### config.mk
export PLATFORM = sky130hd
export DESIGN_NAME = ysyx_25040109_ifu_fetch_queue
export DESIGN_NICKNAME = d
export VERILOG_FILES = /design/src/rtl/ysyx_25040109_ifu_fetch_queue_pkg.sv /design/src/rtl/ysyx_25040109_ifu_fq_ram.sv /design/src/rtl/ysyx_25040109_ifu_fetch_queue.sv
export SDC_FILE = /design/constraint.sdc
export NUM_CORES = 1
export LEC_CHECK = 0
export BUFFER_PORTS_ARGS = -buffer_cell sky130_fd_sc_hd__buf_2
export CORE_ASPECT_RATIO = 0.9
export CORE_UTILIZATION = 50
export CTS_BUF_LIST = sky130_fd_sc_hd__clkbuf_2 sky130_fd_sc_hd__clkbuf_4 sky130_fd_sc_hd__clkbuf_8
export DETAILED_ROUTE_END_ITERATION = 16
export PLACE_DENSITY = 0.79
export RECOVER_POWER = 25
export SETUP_SLACK_MARGIN = 0.15
export SLEW_MARGIN = 10
export SYNTH_ARGS = -nofsm -noshare
export SYNTH_HDL_FRONTEND = slang
export SYNTH_SLANG_ARGS = --single-unit
### constraint.sdc
create_clock -name clk -period 4.9 [get_ports clk]
set_input_delay 0.735 -clock clk [delete_from_list [all_inputs] [get_ports clk]]
set_output_delay 0.735 -clock clk [all_outputs]
set_load 0.01 [all_outputs]
### src/rtl/ysyx_25040109_ifu_fetch_queue_pkg.sv
// Shared definitions for the IFU fetch queue and IDU-side decode.
// Entries are always packed as {pc, inst}, pc in the upper bits.
package ysyx_25040109_ifu_fetch_queue_pkg;

  localparam int FQ_DATA_W = 32;
  localparam int FQ_PC_W   = 32;
  localparam int FQ_ENTRY_W = FQ_PC_W + FQ_DATA_W;

  typedef struct packed {
    logic [FQ_PC_W-1:0]   pc;
    logic [FQ_DATA_W-1:0] inst;
  } fq_entry_t;

  function automatic fq_entry_t fq_pack(input logic [FQ_PC_W-1:0] pc,
                                        input logic [FQ_DATA_W-1:0] inst);
    fq_entry_t e;
    e.pc   = pc;
    e.inst = inst;
    return e;
  endfunction

endpackage

### src/rtl/ysyx_25040109_ifu_fq_ram.sv
// Fetch queue storage: one synchronous write port, one asynchronous read port.
// Contents are deliberately not reset; validity is tracked by the pointers.
module ysyx_25040109_ifu_fq_ram #(
  parameter int DEPTH = 4,
  parameter int WIDTH = 64,
  parameter int IDX_W = $clog2(DEPTH)
) (
  input  logic             clk,
  input  logic             we,
  input  logic [IDX_W-1:0] waddr,
  input  logic [WIDTH-1:0] wdata,
  input  logic [IDX_W-1:0] raddr,
  output logic [WIDTH-1:0] rdata
);

  logic [WIDTH-1:0] mem [DEPTH];

  always_ff @(posedge clk) begin
    if (we) begin
      mem[waddr] <= wdata;
    end
  end

  assign rdata = mem[raddr];

endmodule

### src/rtl/ysyx_25040109_ifu_fetch_queue.sv
// DEPTH-entry circular fetch queue between instruction memory and the IDU.
// Pointers carry an extra wrap bit so full and empty are distinguishable.
module ysyx_25040109_ifu_fetch_queue
  import ysyx_25040109_ifu_fetch_queue_pkg::*;
#(
  parameter int DATA_W = FQ_DATA_W,
  parameter int PC_W   = FQ_PC_W,
  parameter int DEPTH  = 4,
  parameter int CNT_W  = $clog2(DEPTH) + 1
) (
  input  logic              clk,
  input  logic              rst,
  input  logic [DATA_W-1:0] imem_rdata,
  input  logic [PC_W-1:0]   imem_pc,
  input  logic              mem_valid,
  output logic              ifu_ready_to_mem,
  input  logic              flush,
  input  logic              idu_ready,
  output logic [DATA_W-1:0] inst_ifu,
  output logic [PC_W-1:0]   pc_ifu,
  output logic              ifu_valid_to_idu,
  output logic [CNT_W-1:0]  fq_count
);

  localparam int IDX_W   = $clog2(DEPTH);
  localparam int ENTRY_W = PC_W + DATA_W;

  logic [CNT_W-1:0]   wr_ptr;
  logic [CNT_W-1:0]   rd_ptr;
  logic               empty;
  logic               full;
  logic               push;
  logic               pop;
  logic [ENTRY_W-1:0] wr_entry;
  logic [ENTRY_W-1:0] head_entry;

  assign empty = (wr_ptr == rd_ptr);
  assign full  = (wr_ptr[IDX_W-1:0] == rd_ptr[IDX_W-1:0]) &&
                 (wr_ptr[CNT_W-1] != rd_ptr[CNT_W-1]);

  // Ready never looks at mem_valid or idu_ready, so no combinational loop
  // can form with either neighbour; a full queue refuses even while popping.
  assign ifu_ready_to_mem = !full && !flush && !rst;
  assign ifu_valid_to_idu = !empty && !flush;

  assign push = mem_valid && ifu_ready_to_mem;
  assign pop  = ifu_valid_to_idu && idu_ready;

  assign fq_count = wr_ptr - rd_ptr;
  assign wr_entry = {imem_pc, imem_rdata};

  ysyx_25040109_ifu_fq_ram #(
    .DEPTH (DEPTH),
    .WIDTH (ENTRY_W),
    .IDX_W (IDX_W)
  ) u_ram (
    .clk   (clk),
    .we    (push),
    .waddr (wr_ptr[IDX_W-1:0]),
    .wdata (wr_entry),
    .raddr (rd_ptr[IDX_W-1:0]),
    .rdata (head_entry)
  );

  always_ff @(posedge clk) begin
    if (rst || flush) begin
      wr_ptr <= '0;
      rd_ptr <= '0;
    end else begin
      if (push) begin
        wr_ptr <= wr_ptr + 1'b1;
      end
      if (pop) begin
        rd_ptr <= rd_ptr + 1'b1;
      end
    end
  end

  // Storage is never cleared, so the head is masked whenever it is not valid.
  assign pc_ifu   = ifu_valid_to_idu ? head_entry[ENTRY_W-1:DATA_W] : '0;
  assign inst_ifu = ifu_valid_to_idu ? head_entry[DATA_W-1:0] : '0;

endmodule

==> run_results.csv <==
group,metric,value,unit
sta,holdWs,0.426,ns
sta,period_needed,3.83,ns
clocking,clkSinkCount,264,
synthesis,syn_inst,461,
sta,skew,0.0267,ns
layout,layout_common_cells,"edfxtp_1, buf_2, mux4_2",
detailed_routing,wl_per_cell,20.1,um
critical_path,cp_slowest_stage_delay,0.91,ns
critical_path,critPathRequiredTime,4.16,ns
layout,antenna_cells,0,
worst_hold_path,hold_path.class,"input port to register",
synthesis,synth.distinct_cells,26,
sta,rsz0062_at_grt,"false",
flow_run,drv_cap,0,
detailed_routing,dr.pass1.iters,4,
detailed_routing,num_vias,4875,
synthesis,synth_fp_nets,538,
clocking,cts_resized,0,
sta,worst_pin_slew,1.13,ns
layout,drive_above_1_share,0.367,
global_route,grt_max_degree,65,
layout,mostFrequentLayoutCell,"edfxtp_1",
place,portBuffers,137,
critical_path,path_class,"register to primary output",
synthesis,ys_seq_elements,264,
global_route,grt_pass1_vias,5272,
synthesis,yosysWarningCount,0,
synthesis,synthDominantCellAreaShare,0.749,
clocking,cts-root-buf,"clkbuf_8",
detailed_routing,via_per_inst,5.35,
synthesis,ys_seq_area_frac,0.765,
layout,regArea,7860,um2
layout,multi_input_comb_area,2200,um2
sta,setup_ws,1.07,ns
clocking,clockBufferDepth,3,
detailed_routing,drc,0,
synthesis,syn_area_per_cell,22.3,um2
global_route,track_usage,0.180,
synthesis,synth_area_leader_cell,"edfxtp_1",
detailed_routing,first_iter_violations,278,
floorplan,die_h,138,um
global_route,overflow,0,
clocking,post_cts_buffers,0,
critical_path,cp-end-kind,"primary output",
clocking,h-tree-depth,2,
outcome,status,"finished clean",
sta,maxSlewViolCount,0,
floorplan,die-area,21100,um2
layout,fill_cells,1470,
detailed_routing,ant_nets,0,
place,pre_cts_ws,1.60,ns
power,p_per_area,375,nW/um2
clocking,cts_made_buffers,43,
sta,setup_viol,0,
critical_path,cp_max_fo,52,
critical_path,start_kind,"register",
critical_path,critPathBufInv,3,
critical_path,crit_chain,"inv_1 > ha_1 > and2_1 > a21o_2 > buf_4 > nor2b_1 > buf_2",
place,gp_congestion,0.758,
critical_path,cpMaxStageDelayCell,"a21o_2",
critical_path,cp.arrival,3.09,ns
clocking,cts_hold_buf,0,
critical_path,cpLargestDelayFamily,"compound AO/OA/AOI/OAI gates",
layout,nets,703,
sta,max_freq,261,MHz
floorplan,core_area,20000,um2
synthesis,ys_top_cells_by_area,"edfxtp_1, mux4_2, nor2b_1",
place,dp.final_hpwl,10400,um
sta,tns,0,ns
clocking,path_clk_slew,0.07,ns
power,peakVddDrop,260,uV
global_route,antenna_found_initial,1,
synthesis,syn_area,10300,um2
floorplan,die_x,153,um
layout,area_growth_syn_to_layout,15.9,%
sta,finalHoldViolations,0,
sta,finalCritPeriodShare,0.781,
detailed_routing,finalWirelength,18300,um
clocking,clk_latency,0.54,ns
power,cellLeakagePower,3.98,nW
floorplan,start_util,0.512,
floorplan,fp-row-count,49,
clocking,cts_tree,"done",
floorplan,io_pins,138,
global_route,grt_pass1_wl,28400,um
sta,relSlewSlack,0.245,
## final timing paths
path	from	end	slack (ns)	cells after the start
worst min register to register	rd_ptr[2]$_SDFFE_PP0P_	rd_ptr[2]$_SDFFE_PP0P_	0.51	2
worst max register to register	wr_ptr[0]$_SDFFE_PP0P_	u_ram.mem[3][48]$_DFFE_PP_	1.84	6
worst min-delay path	imem_pc[17]	u_ram.mem[3][49]$_DFFE_PP_	0.43	1
worst max-delay path	wr_ptr[0]$_SDFFE_PP0P_	pc_ifu[14]	1.07	7
## cell type report
type / instances / area share
clock buffers: 59 / 0.0599
clock inverters: 16 / 0.00873
inverters: 9 / 0.00295
multi-input cells: 167 / 0.185
flip-flops and latches: 264 / 0.661
well taps: 255 / 0.0268
repair buffers: 141 / 0.0559
## cell usage after synthesis (all sizes together)
| library cell | instances |
|---|---|
| inv | 9 |
| clkbuf | 2 |
| ha | 7 |
| dfxtp | 8 |
| and2 | 4 |
| o2111ai | 1 |
| a211oi | 1 |
| fa | 1 |
| buf | 19 |
| nand2b | 1 |
| nand2 | 8 |
| mux2i | 7 |
| xnor2 | 2 |
| o211a | 1 |
| nor2 | 1 |
| nor2b | 64 |
| a21oi | 1 |
| a21o | 1 |
| edfxtp | 256 |
| o21a | 1 |
| mux4 | 64 |
| or3 | 2 |
## per-layer routing
layer | track usage | up-vias | share of wire
met2 | 0.299 | 178 | 0.49
met5 | 0 | - | 0.00071
met4 | 0.0673 | 2 | 0.018
met3 | 0.0472 | 33 | 0.068
li1 | - | 2194 | -
met1 | 0.232 | 2468 | 0.42
## state kept, by name, summed over array words and instances (netlist names), named ones only
name,cells
u_ram.mem,256
wr_ptr,3
rd_ptr,3
## cells by family (layout without fill, tap and decap cells)
| logic type | Yosys count | after routing | share of synthesized area |
|---|---|---|---|
| muxes | 71 | 71 | 0.147 |
| and+or+nand+nor | 80 | 80 | 0.0490 |
| buffers and inverters | 30 | 225 | 0.0213 |
| adders and majority gates | 8 | 8 | 0.0105 |
| xor gates and xnor gates | 2 | 2 | 0.00244 |
| DFF | 264 | 264 | 0.765 |
| AOI/OAI and AO/OA | 6 | 6 | 0.00451 |
## where the power goes
group	switching [W]	internal [W]	leakage (nW)
clock network	0.000809	0.000992	0.421
registers	0.00000869	0.00250	2.38
logic	0.0000856	0.0000626	1.18
total	0.000903	0.00356	3.98
## through the flow
stage | cells | total power [W] | util | instance area (um2)
finish | 911 | 0.00446 | 0.593 | 11900
global route | 911 | 0.00461 | 0.593 | 11900
CTS | 911 | 0.00451 | 0.596 | 11900
detailed placement | 836 | 0.00271 | 0.555 | 11100
global placement | 836 | 0.00270 | 0.555 | 11100
floorplan | 461 | 0.00264 | - | 10300
(Power assumes the default switching activity.)
